File: src/rtl/hws_fb_pkg.sv
// Shared defaults, request-source encoding and the buffer address helper
// for the framebuffer selector.
package hws_fb_pkg;

  localparam logic [31:0] FB_BASE_ADDR_DEF   = 32'h3800_0000;
  localparam logic [31:0] FB_FRAME_BYTES_DEF = 32'h0017_7000;
  localparam int          FB_DEB_TIMEOUT_DEF = 50000;

  typedef enum logic [1:0] {
    REQ_NONE,
    REQ_SW,
    REQ_KEY,
    REQ_AUTO
  } req_src_e;

  // Start address of buffer idx; only ever evaluated on constant arguments.
  function automatic logic [31:0] fb_addr(input logic [31:0] base,
                                          input logic [31:0] stride,
                                          input logic [31:0] idx);
    return base + idx * stride;
  endfunction

endpackage

File: src/rtl/hws_debounce.sv
// Two-flop synchroniser followed by a stability counter. chg_o strobes in
// the cycle a new value is accepted, with that value presented on nxt_o.
module hws_debounce #(
  parameter int               WIDTH     = 1,
  parameter int               TIMEOUT   = 4,
  parameter int               CW        = 3,
  parameter logic [WIDTH-1:0] RESET_VAL = '0
) (
  input  logic             clk_i,
  input  logic             rst_ni,
  input  logic [WIDTH-1:0] d_i,
  output logic [WIDTH-1:0] nxt_o,
  output logic             chg_o
);

  localparam logic [CW-1:0] CNT_LAST = CW'(TIMEOUT - 1);

  logic [WIDTH-1:0] sync1_q, sync2_q;
  logic [WIDTH-1:0] acc_q, acc_d;
  logic [CW-1:0]    cnt_q, cnt_d;
  logic             differ;

  // Count while the synchronised input disagrees with the accepted value;
  // accept once it has held for TIMEOUT cycles.
  always_comb begin
    differ = (sync2_q != acc_q);
    chg_o  = differ && (cnt_q == CNT_LAST);
    nxt_o  = sync2_q;
    acc_d  = acc_q;
    cnt_d  = '0;
    if (chg_o) begin
      acc_d = sync2_q;
    end else if (differ) begin
      cnt_d = cnt_q + 1'b1;
    end
  end

  // Synchroniser, accepted value and counter registers.
  always_ff @(posedge clk_i or negedge rst_ni) begin
    if (!rst_ni) begin
      sync1_q <= RESET_VAL;
      sync2_q <= RESET_VAL;
      acc_q   <= RESET_VAL;
      cnt_q   <= '0;
    end else begin
      sync1_q <= d_i;
      sync2_q <= sync1_q;
      acc_q   <= acc_d;
      cnt_q   <= cnt_d;
    end
  end

endmodule

File: src/rtl/hws_fb_select.sv
// Framebuffer address selector: turns debounced switch / key / auto-cycle
// requests into a buffer index that only changes on a frame boundary.
module hws_fb_select
  import hws_fb_pkg::*;
#(
  parameter int          NB_BUF      = 4,
  parameter int          SW_W        = $clog2(NB_BUF),
  parameter logic [31:0] BASE_ADDR   = FB_BASE_ADDR_DEF,
  parameter logic [31:0] FRAME_BYTES = FB_FRAME_BYTES_DEF,
  parameter int          DEB_TIMEOUT = FB_DEB_TIMEOUT_DEF,
  parameter int          DEB_CW      = 16,
  parameter int          AUTO_PERIOD = 60
) (
  input  logic            sys_clk,
  input  logic            sys_rst_n,
  input  logic [SW_W-1:0] sel_sw,
  input  logic            key_next_n,
  input  logic            auto_en,
  input  logic            frame_start,
  output logic [31:0]     img_addr,
  output logic [SW_W-1:0] buf_idx,
  output logic            pending,
  output logic            swap_pulse
);

  localparam int              ACW       = $clog2(AUTO_PERIOD + 1);
  localparam logic [ACW-1:0]  AUTO_LAST = ACW'(AUTO_PERIOD - 1);
  localparam logic [SW_W-1:0] IDX_LAST  = SW_W'(NB_BUF - 1);

  logic [SW_W-1:0] sw_nxt;
  logic            sw_chg;
  logic            key_nxt;
  logic            key_chg;

  hws_debounce #(
    .WIDTH    (SW_W),
    .TIMEOUT  (DEB_TIMEOUT),
    .CW       (DEB_CW),
    .RESET_VAL('0)
  ) u_deb_sw (
    .clk_i (sys_clk),
    .rst_ni(sys_rst_n),
    .d_i   (sel_sw),
    .nxt_o (sw_nxt),
    .chg_o (sw_chg)
  );

  hws_debounce #(
    .WIDTH    (1),
    .TIMEOUT  (DEB_TIMEOUT),
    .CW       (DEB_CW),
    .RESET_VAL(1'b1)
  ) u_deb_key (
    .clk_i (sys_clk),
    .rst_ni(sys_rst_n),
    .d_i   (key_next_n),
    .nxt_o (key_nxt),
    .chg_o (key_chg)
  );

  // Constant table of buffer start addresses; no runtime multiply.
  logic [31:0] addr_rom [NB_BUF];
  for (genvar g = 0; g < NB_BUF; g++) begin : g_rom
    assign addr_rom[g] = fb_addr(BASE_ADDR, FRAME_BYTES, 32'(g));
  end

  logic [31:0]     img_addr_q, img_addr_d;
  logic [SW_W-1:0] buf_idx_q, buf_idx_d;
  logic [SW_W-1:0] target_q, target_d;
  logic            pending_q, pending_d;
  logic            swap_q, swap_d;
  logic [ACW-1:0]  auto_cnt_q, auto_cnt_d;

  req_src_e        req_src;
  logic [SW_W-1:0] req_val;
  logic [SW_W-1:0] base_idx;
  logic [SW_W-1:0] inc_idx;

  // Pick at most one request per cycle, switch over key over auto.
  always_comb begin
    base_idx = pending_q ? target_q : buf_idx_q;
    inc_idx  = (base_idx == IDX_LAST) ? '0 : base_idx + 1'b1;
    req_src  = REQ_NONE;
    req_val  = '0;
    if (sw_chg && (32'(sw_nxt) < 32'(NB_BUF))) begin
      req_src = REQ_SW;
      req_val = sw_nxt;
    end else if (key_chg && !key_nxt) begin
      req_src = REQ_KEY;
      req_val = inc_idx;
    end else if (auto_en && frame_start && (auto_cnt_q == AUTO_LAST)) begin
      req_src = REQ_AUTO;
      req_val = inc_idx;
    end
  end

  // Commit the held target on frame_start, then apply this cycle's request
  // against the post-commit state so it lands on the following frame.
  always_comb begin
    img_addr_d = img_addr_q;
    buf_idx_d  = buf_idx_q;
    target_d   = target_q;
    pending_d  = pending_q;
    swap_d     = 1'b0;
    auto_cnt_d = auto_cnt_q;

    if (frame_start && pending_q) begin
      buf_idx_d  = target_q;
      img_addr_d = addr_rom[target_q];
      pending_d  = 1'b0;
      swap_d     = 1'b1;
    end

    if (req_src != REQ_NONE) begin
      if (req_val != buf_idx_d) begin
        target_d  = req_val;
        pending_d = 1'b1;
      end else if (pending_d) begin
        pending_d = 1'b0;
      end
    end

    if (!auto_en || (req_src == REQ_SW) || (req_src == REQ_KEY)) begin
      auto_cnt_d = '0;
    end else if (frame_start) begin
      auto_cnt_d = (auto_cnt_q == AUTO_LAST) ? '0 : auto_cnt_q + 1'b1;
    end
  end

  // Selector state registers.
  always_ff @(posedge sys_clk or negedge sys_rst_n) begin
    if (!sys_rst_n) begin
      img_addr_q <= BASE_ADDR;
      buf_idx_q  <= '0;
      target_q   <= '0;
      pending_q  <= 1'b0;
      swap_q     <= 1'b0;
      auto_cnt_q <= '0;
    end else begin
      img_addr_q <= img_addr_d;
      buf_idx_q  <= buf_idx_d;
      target_q   <= target_d;
      pending_q  <= pending_d;
      swap_q     <= swap_d;
      auto_cnt_q <= auto_cnt_d;
    end
  end

  assign img_addr   = img_addr_q;
  assign buf_idx    = buf_idx_q;
  assign pending    = pending_q;
  assign swap_pulse = swap_q;

endmodule

File: config.mk
export PLATFORM = sky130hd
export DESIGN_NAME = hws_fb_select
export DESIGN_NICKNAME = d
export VERILOG_FILES = /design/src/rtl/hws_fb_pkg.sv /design/src/rtl/hws_debounce.sv /design/src/rtl/hws_fb_select.sv
export SDC_FILE = /design/constraint.sdc
export NUM_CORES = 1
export LEC_CHECK = 0
export CORE_UTILIZATION = 40
export DETAILED_ROUTE_END_ITERATION = 10
export GPL_TIMING_DRIVEN = 0
export PLACE_DENSITY = 0.73
export REMOVE_ABC_BUFFERS = 1
export SYNTH_ARGS = -nofsm -noshare
export SYNTH_HDL_FRONTEND = slang
export SYNTH_SLANG_ARGS = --single-unit
File: constraint.sdc
create_clock -name sys_clk -period 2.3 [get_ports sys_clk]
set_input_delay 0.575 -clock sys_clk [delete_from_list [all_inputs] [get_ports sys_clk]]
set_output_delay 0.575 -clock sys_clk [all_outputs]
set_load 0.1 [all_outputs]
## Word level (Yosys, flattened, before mapping)

Index checks and enable logic that the tools add are counted.

| storage, ports and cells | value |
|---|---|
| register bits | 85 |
| bits of input ports | 7 |

| operators by class | value |
|---|---|
| magnitude comparators | 1 |
| bitwise operators | 1 |
| equal/unequal tests | 9 |
| reduce and logical (&&, ||, !) cells | 14 |
| multiplexer cells | 23 |
| add/sub/neg operators | 4 |

Operators with widths:

| operator | count |
|---|---|
| binary-select mux 32 bit (select 2 bit) | 1 |
| 2-to-1 mux 16 bit | 4 |
| 2-to-1 mux 32 bit | 2 |
| adder 16 x 1 -> 16 bit (second input constant) | 2 |
| == test 16 bit (second input constant) | 2 |
| 2-to-1 mux 2 bit | 9 |
| 2-to-1 mux 6 bit | 3 |
| adder 6 x 1 -> 6 bit (second input constant) | 1 |
| == test 6 bit (second input constant) | 1 |
| logical AND 1 bit | 6 |
| nonzero test 2 bit | 3 |
| == test 2 bit (second input constant) | 2 |
| 2-to-1 mux 1 bit | 4 |
| inequality test 2 bit | 2 |
| >= comparator 3 bit (second input constant) | 1 |
| NOT 2 -> 3 bit | 1 |
| adder 2 x 1 -> 2 bit (second input constant) | 1 |
| == test 2 x 1 -> 1 bit (second input constant) | 1 |
| logical NOT 1 bit | 2 |
| logical OR 1 bit | 2 |
| AND reduction 2 bit | 1 |
| inequality test 1 bit | 1 |

## Logic depth before layout (Yosys ltp)

Gate-level depths: netlist of run 1.

| logic depth | value |
|---|---|
| depth after elaboration | 9 |
| mapped depth | 8 |
| mapped depth without buffers | 8 |

## By module

Synthesis of run 1 repeated with hierarchy kept, for this count alone.

| unflattened totals | value |
|---|---|
| cells, all modules | 303 |
| area total of the unflattened synthesis | 3224.3 µm² |

Modules (own cells, without submodules):

| module | area each (µm²) | times used | cells an instance | sequential area each (µm²) |
|---|---|---|---|---|
| hws_fb_select | 1224.9 | 1 | 123 | 450.4 |
| hws_debounce at u_deb_sw | 1022.2 | 1 | 91 | 550.5 |
| hws_debounce at u_deb_key | 977.2 | 1 | 89 | 479.2 |

## Least setup slack after synthesis of run 1

Ideal clock, no wire load.

| timing path | value |
|---|---|
| kind | flip-flop to flip-flop |
| start point | register pending_q, in the netlist pending |
| end point | register target_q[1] |
| stages on the path, launching flop included | 8 |
| path slack | -0.077 ns |
| data required time | 2.172 ns |
| arrival time | 2.249 ns |
| clock period less this slack | 2.377 ns |
| path through | dfrtp_1 mux2i_1 xor2_1 o21ai_1 o2bb2ai_2 xnor2_1 a21oi_2 mux2_1 |

| between the ends | value |
|---|---|
| word-level cells in the longest chain between the ends | 8 |
| elaborated cells on any way between the ends | 11 |
| classes of those cells | add/sub (1); eq/ne (2); mux (6); reduce/logical (2) |

RTL lines:

| what | RTL line | text |
|---|---|---|
| start, declared | hws_fb_select.sv:70 | `logic pending_q, pending_d;` |
| start signal, assigned | hws_fb_select.sv:143 | `pending_q <= pending_d;` |
| 2-to-1 mux 2 bit | hws_fb_select.sv:81 | `base_idx = pending_q ? target_q : buf_idx_q;` |
| adder 2 x 1 -> 2 bit or == test 2 bit (tied branches) | hws_fb_select.sv:82 | `inc_idx = (base_idx == IDX_LAST) ? '0 : base_idx + 1'b1;` |
| 2-to-1 mux 2 bit | hws_fb_select.sv:82 |  |
| 2-to-1 mux 2 bit | hws_fb_select.sv:91 | `end else if (auto_en && frame_start && (auto_cnt_q == AUTO_LAST)) begin` |
| 2-to-1 mux 2 bit | hws_fb_select.sv:88 | `end else if (key_chg && !key_nxt) begin` |
| 2-to-1 mux 2 bit | hws_fb_select.sv:85 | `if (sw_chg && (32'(sw_nxt) < 32'(NB_BUF))) begin` |
| inequality test 2 bit | hws_fb_select.sv:115 | `if (req_val != buf_idx_d) begin` |
| AND reduction 2 bit (no line) | n/a |  |
| end signal, assigned | hws_fb_select.sv:142 | `target_q <= target_d;` |
| end, declared | hws_fb_select.sv:69 | `logic [SW_W-1:0] target_q, target_d;` |

Parallel ways exist; a longest one is shown, timed or not.
A chain may end at the register's enable or synchronous reset.

## Worst setup path after layout of run 1

| timing path | value |
|---|---|
| start point | register pending_q, in the netlist pending |
| end point | output port pending |

RTL lines:

| what | RTL line | text |
|---|---|---|
| end, declared | hws_fb_select.sv:22 | `output logic pending,` |

No word-level cell between the ends.

==> flow_metrics.tcl, run 1 <==
set metrics [dict create \
    cts-root-buf "clkbuf_8" \
    crit_type "reg -> out" \
    place_congestion 0.723 \
    synth_flop_cell "dfrtp_1" \
    fp.dieH_um 88.4 \
    syn_inst 288 \
    r2r_setup_slack_ps 120 \
    placed_cell_area_um2 3190 \
    max_freq_mhz 449 \
    yosysMostFrequentCell "dfrtp_1" \
    crit_path_end_kind "primary output" \
    vias_per_cell 4.77 \
    synth.ff_latch_count 59 \
    diodes 0 \
    reg2reg_to "target_q[1]" \
    max_slew_margin_pct 33.5 \
    htree_num_levels 3 \
    gr-total-overflow 0 \
    report.final.hold_viol_count 0 \
    wl_per_cell_um 12.1 \
    initial_core_util_pct 41.4 \
    cp_max_fo 5 \
    fin_crit_sh_pct 96.9 \
    outcome "finished clean" \
    worstHoldPathType "in -> async" \
    whs_ps 185 \
    crit_chain "clkdlybuf4s15_1" \
    final_area_um2 3430 \
    synthTopCellsByCount "56 x dfrtp_1, 48 x nor2_1, 26 x buf_4" \
    powerDensity_nw_per_um2 696 \
    worstPathRequired_ps 1730 \
    grt_setup_unrepaired "false" \
    dieArea_um2 7810 \
    numCtsBuffers 9 \
    cp_slowest_cell "clkdlybuf4s15_1" \
    power_frac_comb_pct 10.8 \
    hpwlAfterDp_um 3380 \
    antenna_left 0 \
    cap_violations 0 \
    setup_viol 0 \
    std_cell_rows 31 \
    io_buffers 21 \
    syn-cell-area_um2 2990 \
    tns_ps 0 \
    startpoint_type "register" \
    instances_no_fill 413 \
    cts_sinks 59 \
    timing.critical_path.from "pending" \
    synth.distinct_cells 42 \
    ys_warn_count 0 \
    ir_drop_uv 306 \
    p_int_mw 1.75 \
    clockPowerShare_pct 43.0 \
    cp_data_arrival_time_ps 1650 \
    core_region_area_um2 7210 \
    drt-total-wl_um 5010 \
    finalClockSkew_ps 13.4 \
    finalWorstSetupSlack_ps 70.9 \
    first_iter_violations 78 \
    fin_crit_ps 2230 \
    synth_edf_count 0 \
    cp_num_buf_inv 1 \
    synth-async-reset-ratio_pct 100 \
    syn_avg_cell_area_um2 10.4 \
    grt_max_degree 42 \
    drc 0 \
    die_w_um 88.4 \
    syn2layout_area_growth_pct 15.0 \
    yosysTopAreaCellShare_pct 46.9 \
    swShare_pct 26.7 \
    grt_pass1_vias 1949 \
    yosysSeqAreaShare_pct 49.6 \
    antenna_found_initial 0 \
    grt_pass1_wl_um 8670 \
    final_nets 324 \
    clk_latency_ps 330 \
    cts_max_path_buffers 2 \
    slew_viol_final 0 \
    clk_pin_slew_ps 70 \
    track_usage_pct 14.5 \
    synth_largest_area_cell "dfrtp_1" \
    crit_end "pending" \
    p_seq_share_pct 46.3 \
    crit_cells 1 \
    io_pins 43 \
    ys_top_cells_by_area "dfrtp_1 47%, buf_4 6.5%, nor2_1 6.0%" \
    drive_gt1_share_pct 13.4 \
    worst_r2r_path_depth 7 \
    path_delay_family "buffers and inverters" \
    leakage_nw 1.66 \
    firstDrtPassIters 4 \
    placed_cells 398 \
    tightest_slew_ps 991 \
    vias 1970 \
    tritoncts "yes" \
    slowest_delay_ps 860 \
    dp_slack_ps -421 \
    post_cts_buffers 0 \
    rr_startpoint "u_deb_key.cnt_q[11]" \
    p_sw_mw 0.638 \
]
## layout by cell type (no fill, tap or decap), drive strengths merged, types with 4 or more instances in the layout
cell	n
dfrtp	56
nor2	50
conb	21
xnor2	18
xor2	14
dlygate4sd2	14
nand3	13
nand2	12
inv	11
a21oi	11
clkbuf	10
and3	9
mux2	8
o21ai	8
ha	7
nand4	6
clkdlybuf4s50	4
## how the worst min path moves through the flow
stage | start | endpoint | slack [ps] | cells after the start
finish | sys_rst_n | img_addr[12] | 180 | 1
global route | sys_rst_n | img_addr[12] | 200 | 1
CTS | sys_rst_n | img_addr[12] | 190 | 1
detailed placement | u_deb_sw.sync1_q[1] | u_deb_sw.nxt_o[1] | 330 | 0
global placement | u_deb_sw.sync1_q[1] | u_deb_sw.nxt_o[1] | 330 | 0
floorplan | sys_rst_n | auto_cnt_q[0] | 280 | 0
## per-layer routing
layer	track usage (%)	part of all wire (%)
met4	8.36	1.3
met3	3.45	3.7
met1	17.7	49
met2	23.6	46
met5	0	0
## kinds of logic (layout without fill, tap and decap cells)
family                   count (synthesis)  after routing  synth area share, %
multiplexers                            11             11                 4.02
flip-flops                              59             59                 49.6
adder cells (fa/ha/maj)                  7              7                 2.93
other                                    2             21                0.252
XOR/XNOR                                32             32                 9.39
AND/OR/NAND/NOR                        108            108                 19.0
AO/OA/AOI/OAI                           28             28                 6.29
buffers and inverters                   41             48                 8.51
## power groups by stage
stage | Sequential [mW] | Combinational, mW | Clock [mW]
global route | 1.11 | 0.281 | 1.10
global placement | 1.12 | 0.252 | 0
floorplan | 1.12 | 0.210 | 0
finish | 1.10 | 0.257 | 1.03
CTS | 1.10 | 0.259 | 1.06
detailed placement | 1.12 | 0.258 | 0
## stage by stage
step | utilization (%) | power [mW]
2_1_floorplan | - | 1.33
3_3_place_gp | 44.1 | 1.37
3_5_place_dp | 44.3 | 1.38
4_1_cts | 47.1 | 2.42
5_1_grt | 47.6 | 2.49
6_report | 47.6 | 2.39
## sequential cells by signal, summed over array words and instances (netlist names)
| name | count |
|---|---|
| auto_cnt_q | 6 |
| u_deb_sw.cnt_q | 16 |
| u_deb_sw.nxt_o | 2 |
| u_deb_sw.sync1_q | 2 |
| u_deb_key.cnt_q | 16 |
| swap_pulse | 1 |
| target_q | 2 |
| u_deb_key.sync1_q | 1 |
| u_deb_key.acc_q | 1 |
| buf_idx | 2 |
| u_deb_key.nxt_o | 1 |
| u_deb_sw.acc_q | 2 |
| pending | 1 |
| img_addr | 6 |
## area by class of cell
class / instances / area [um2]
clock buffer: 10 / 138
multi-input combinational: 207 / 1360
inverter: 11 / 41.3
fill: 656 / 3780
tap: 99 / 124
clock inverter: 5 / 77.6
sequential: 59 / 1480
timing repair buffer: 22 / 210
## repair_timing
item	CTS	global route
gates cloned	0	0
endpoints found under the setup margin	16	2
pin swaps	0	0
resized for setup	17	7
hold buffers	0	0
(Power assumes the default switching activity.)
==> run 2: changes to the inputs <==
--- a/config.mk
+++ b/config.mk
@@ -5,6 +5,7 @@
 export SDC_FILE = /design/constraint.sdc
 export NUM_CORES = 1
 export LEC_CHECK = 0
+export CORE_MARGIN = 10
 export CORE_UTILIZATION = 40
 export DETAILED_ROUTE_END_ITERATION = 10
 export GPL_TIMING_DRIVEN = 0
==> run 2 against run 1 <==
- design area increased by 0.15%
- die area increased by 45%
- clock skew decreased by 3.3 ps
- sequential share of layout area decreased by 0.063 points
- largest cell class unchanged
- largest power group unchanged
- core utilization decreased by 0.19 points
- worst setup slack got worse by 8.5 ps
- clock power decreased by 22%
- non-clock buffer count increased by 2
- first-iteration DRC count increased by 100%
==> flow_metrics.tcl, run 2 (synthesized netlist as in run 1, its figures left out) <==
set metrics [dict create \
    cts-root-buf "clkbuf_8" \
    std_cell_rows 31 \
    antenna_left 0 \
    finalWorstSetupSlack_ps 62.4 \
    io_pins 43 \
    firstDrtPassIters 4 \
    finalClockSkew_ps 10.1 \
    grt_setup_unrepaired "false" \
    crit_chain "clkdlybuf4s15_1" \
    cap_violations 0 \
    cp_slowest_cell "clkdlybuf4s15_1" \
    tightest_slew_ps 1010 \
    placed_cell_area_um2 3200 \
    slew_viol_final 0 \
    cts_max_path_buffers 2 \
    final_common_cell "dfrtp_1" \
    p_total_mw 2.17 \
    rr_startpoint "u_deb_key.cnt_q[11]" \
    wl_met1_um 2380 \
    cp_max_fo 5 \
    met3RoutedLength_um 403 \
    path_delay_family "buffers and inverters" \
    vias 2002 \
    cts_sinks 59 \
    crit_type "reg -> out" \
    gr-total-overflow 0 \
    die_w_um 106 \
    drt-total-wl_um 5470 \
    drive_gt1_share_pct 14.6 \
    layout_common_cells "56 x dfrtp_1, 48 x nor2_1, 21 x conb_1, 17 x xnor2_1" \
    place_congestion 0.781 \
    diodes 0 \
    fp.dieH_um 106 \
    nFillCells 663 \
    worst_r2r_path_depth 7 \
    htree_num_levels 3 \
    vias_per_cell 4.82 \
    tritoncts "yes" \
    min_path_cells 0 \
    fin_crit_sh_pct 97.3 \
    whs_ps 350 \
    fin_crit_ps 2240 \
    drc 0 \
    grt_max_degree 39 \
    syn2layout_area_growth_pct 15.2 \
    crit_path_end_kind "primary output" \
    clk_latency_ps 340 \
    grt_pass1_wl_um 9590 \
    core_region_area_um2 7250 \
    highest_layer "met4" \
    antenna_found_initial 0 \
    grt_pass1_vias 2085 \
    outcome "finished clean" \
    powerDensity_nw_per_um2 631 \
    final_nets 326 \
    cp_data_arrival_time_ps 1660 \
    first_iter_violations 159 \
    startpoint_type "register" \
    worstHoldPathType "reg -> reg" \
    io_buffers 21 \
    placed_cells 398 \
    min_to "u_deb_sw.nxt_o[0]" \
    report.final.hold_viol_count 0 \
    r2r_setup_slack_ps 140 \
    instances_no_fill 415 \
    initial_core_util_pct 41.2 \
    leakage_nw 1.66 \
    hold_start "u_deb_sw.sync1_q[0]" \
    setup_viol 0 \
    track_usage_pct 10.2 \
    dp_slack_ps -463 \
    dieArea_um2 11300 \
    numCtsBuffers 9 \
    max_slew_margin_pct 32.4 \
    wl_met2_um 2580 \
    slowest_delay_ps 870 \
    hold_buffers 0 \
    clk_pin_slew_ps 60 \
    reg2reg_to "target_q[1]" \
    top_regs "u_deb_key.cnt_q x16, u_deb_sw.cnt_q x16" \
    cp_num_buf_inv 1 \
    worstPathRequired_ps 1730 \
    wl_per_cell_um 13.2 \
    hpwlAfterDp_um 3840 \
    final_area_um2 3440 \
    ir_drop_uv 261 \
    max_freq_mhz 447 \
]
==> run 2: changes by cell type in the layout (fill, tap and decap cells not counted), sizes merged <==
cell,previous run,this run
buf,2,4
bufinv,2,0
clkinv,2,3
clkinvlp,1,2
==> run 2: final cells by class <==
class | count | area [um2] | share of cell area, %
clock buffers | 10 | 138 | 4.00
clock inverters | 5 | 30.0 | 0.873
inverters | 11 | 41.3 | 1.20
multi-input cells | 207 | 1390 | 40.5
flip-flops and latches | 59 | 1480 | 43.0
well taps | 99 | 124 | 3.60
repair buffers | 24 | 233 | 6.77
==> run 2: how the worst max path moves through the flow <==
stage / cells past startpoint / to / start / slack [ps]
after global placement: 1 / u_deb_sw.cnt_q[7] / sys_rst_n / -1170
after global routing: 7 / target_q[1] / u_deb_key.cnt_q[10] / 20
final: 1 / pending / pending / 60
after detailed placement: 7 / target_q[1] / frame_start / -460
after CTS: 7 / target_q[1] / frame_start / 20
after floorplan: 0 / img_addr[14] / img_addr[18] / -360
==> run 2: per-layer routing <==
| metal | vias to the layer above | track usage (%) |
|---|---|---|
| met5 | - | 0 |
| met4 | 0 | 5.51 |
| met3 | 12 | 4.05 |
| met2 | 43 | 16.5 |
| met1 | 981 | 11.5 |
| li1 | 966 | - |
==> run 2: power breakdown <==
group	total (mW)	switching, mW	internal (mW)	leakage (nW)
clock network	0.804	0.396	0.407	0.0839
logic	0.260	0.214	0.0457	0.782
registers	1.10	0.0288	1.08	0.791
total	2.17	0.639	1.53	1.66
==> run 2: through the flow <==
stage                     TNS (ps)  utilization [%]
after floorplan              -2730                -
after global placement      -67930             43.8
after detailed placement     -1060             44.1
after CTS                        0             46.3
after global routing             0             47.4
final                            0             47.4
==> run 2: timing repair <==
item                                    4_1_cts  5_1_grt
gates cloned                                  0        0
pin swaps                                     0        2
endpoints found under the setup margin       16        2
setup buffers                                 0        2
gates resized for setup                      17       12
==> run 3: changes to the inputs <==
--- a/config.mk
+++ b/config.mk
@@ -9,8 +9,10 @@
 export CORE_UTILIZATION = 40
 export DETAILED_ROUTE_END_ITERATION = 10
 export GPL_TIMING_DRIVEN = 0
-export PLACE_DENSITY = 0.73
+export MAX_ROUTING_LAYER = met4
+export PLACE_DENSITY = 0.59
 export REMOVE_ABC_BUFFERS = 1
+export SLEW_MARGIN = 10
 export SYNTH_ARGS = -nofsm -noshare
 export SYNTH_HDL_FRONTEND = slang
 export SYNTH_SLANG_ARGS = --single-unit
==> run 3 against run 2 <==
- via count down 2.9%
- first-iteration DRC count shrank 58%
- die area unchanged
- hold slack lost 51 ps
- sequential power is essentially flat
- total power increased by 8.6%
- non-clock buffer count decreased by 3
- clock power grew 24%
- final cell count is 0.48% lower
- clock skew about the same
- register-to-register slack about the same
- critical path type unchanged
- largest power group unchanged
- highest routed layer unchanged
==> flow_metrics.tcl, run 3 (synthesized netlist as in run 1, its figures left out) <==
set metrics [dict create \
    cp_slowest_cell "clkdlybuf4s15_1" \
    fin_crit_ps 2240 \
    firstDrtPassIters 4 \
    io_buffers 21 \
    tightest_slew_ps 989 \
    clk_latency_ps 340 \
    crit_path_end_kind "primary output" \
    final_area_um2 3400 \
    cp_data_arrival_time_ps 1660 \
    gr-total-overflow 0 \
    drt-total-wl_um 5310 \
    hpwlAfterDp_um 3700 \
    grt_setup_unrepaired "false" \
    whs_ps 299 \
    tritoncts "yes" \
    wl_per_cell_um 12.8 \
    hold_buffers 0 \
    vias_per_cell 4.70 \
    slew_viol_final 0 \
    nFillCells 721 \
    place_congestion 0.748 \
    max_freq_mhz 447 \
    ir_drop_uv 298 \
    startpoint_type "register" \
    cp_num_buf_inv 1 \
    report.final.hold_viol_count 0 \
    outcome "finished clean" \
    finalClockSkew_ps 9.67 \
    powerDensity_nw_per_um2 693 \
    std_cell_rows 31 \
    die_w_um 106 \
    drive_gt1_share_pct 13.4 \
    antenna_left 0 \
    slowest_delay_ps 860 \
    utilization_pct 46.8 \
    grt_max_degree 60 \
    first_iter_violations 66 \
    initial_core_util_pct 41.2 \
    path_delay_family "buffers and inverters" \
    crit_type "reg -> out" \
    vias 1943 \
    htree_num_levels 3 \
    max_slew_margin_pct 33.6 \
    io_pins 43 \
    cap_violations 0 \
    cts_max_path_buffers 2 \
    worstPathRequired_ps 1730 \
    drc 0 \
    crit_cells 1 \
    fp.dieH_um 106 \
    numCtsBuffers 9 \
    cts_sinks 59 \
    clk_pin_slew_ps 70 \
    syn2layout_area_growth_pct 13.7 \
    grt_pass1_vias 1958 \
    final_common_cell "dfrtp_1" \
    track_usage_pct 10.4 \
    leakage_nw 1.65 \
    cts-root-buf "clkbuf_8" \
    top_regs "u_deb_key.cnt_q x16, u_deb_sw.cnt_q x16" \
    diodes 0 \
    fin_crit_sh_pct 97.2 \
    crit_chain "clkdlybuf4s15_1" \
    placed_cell_area_um2 3180 \
    final_nets 323 \
    antenna_found_initial 0 \
    setup_viol 0 \
    dieArea_um2 11300 \
    cp_max_fo 5 \
    worst_r2r_path_depth 7 \
    core_region_area_um2 7250 \
    worstHoldPathType "in -> async" \
    grt_pass1_wl_um 9360 \
    layout_common_cells "56 x dfrtp_1, 48 x nor2_1, 21 x conb_1, 17 x xnor2_1" \
]
[run 3: final cells by class]
type	instances	area, um2	area share (%)
Clock buffer	12	165	4.86
Clock inverter	4	47.5	1.40
Inverter	11	41.3	1.22
Multi-Input combinational cell	207	1350	39.6
Sequential cell	59	1480	43.6
Tap cell	99	124	3.65
Timing Repair Buffer	21	193	5.67
[run 3: final timing paths]
path / slack [ps] / start / endpoint
max: 60 / pending / pending
min: 300 / sys_rst_n / img_addr[20]
max reg2reg: 140 / u_deb_sw.cnt_q[5] / target_q[1]
min reg2reg: 350 / u_deb_sw.sync1_q[0] / u_deb_sw.nxt_o[0]
max in group asynchronous: 1510 / sys_rst_n / u_deb_sw.sync1_q[0]
min in group sys_clk: 350 / u_deb_sw.sync1_q[0] / u_deb_sw.nxt_o[0]
[run 3: layer usage]
layer	vias up	wire length [um]	track usage, %
met5	-	0	-
met4	0	138	6.38
met3	11	297	3.14
met2	42	2240	14.6
met1	926	2630	12.8
li1	964	-	-
[run 3: what timing repair did]
item / 4_1_cts / 5_1_grt
resized for setup: 16 / 6
endpoints found under the setup margin: 16 / 2
buffers inserted: 0 / 0
[run 3: power by group]
group	total [mW]	leakage [nW]	internal (mW)	switching [mW]
Sequential	1.10	0.791	1.08	0.0284
Clock	0.997	0.108	0.585	0.412
Combinational	0.253	0.746	0.0412	0.212
[run 3: through the flow]
stage               setup WS [ps]  total power, mW  cells  setup TNS, ps
floorplan                    -363             1.33    277          -2730
global route                 2.91             2.46    413              0
global placement            -1250             1.38    397         -72670
detailed placement           -419             1.38    397           -863
finish                       63.8             2.35    413              0
CTS                          13.1             2.39    413              0
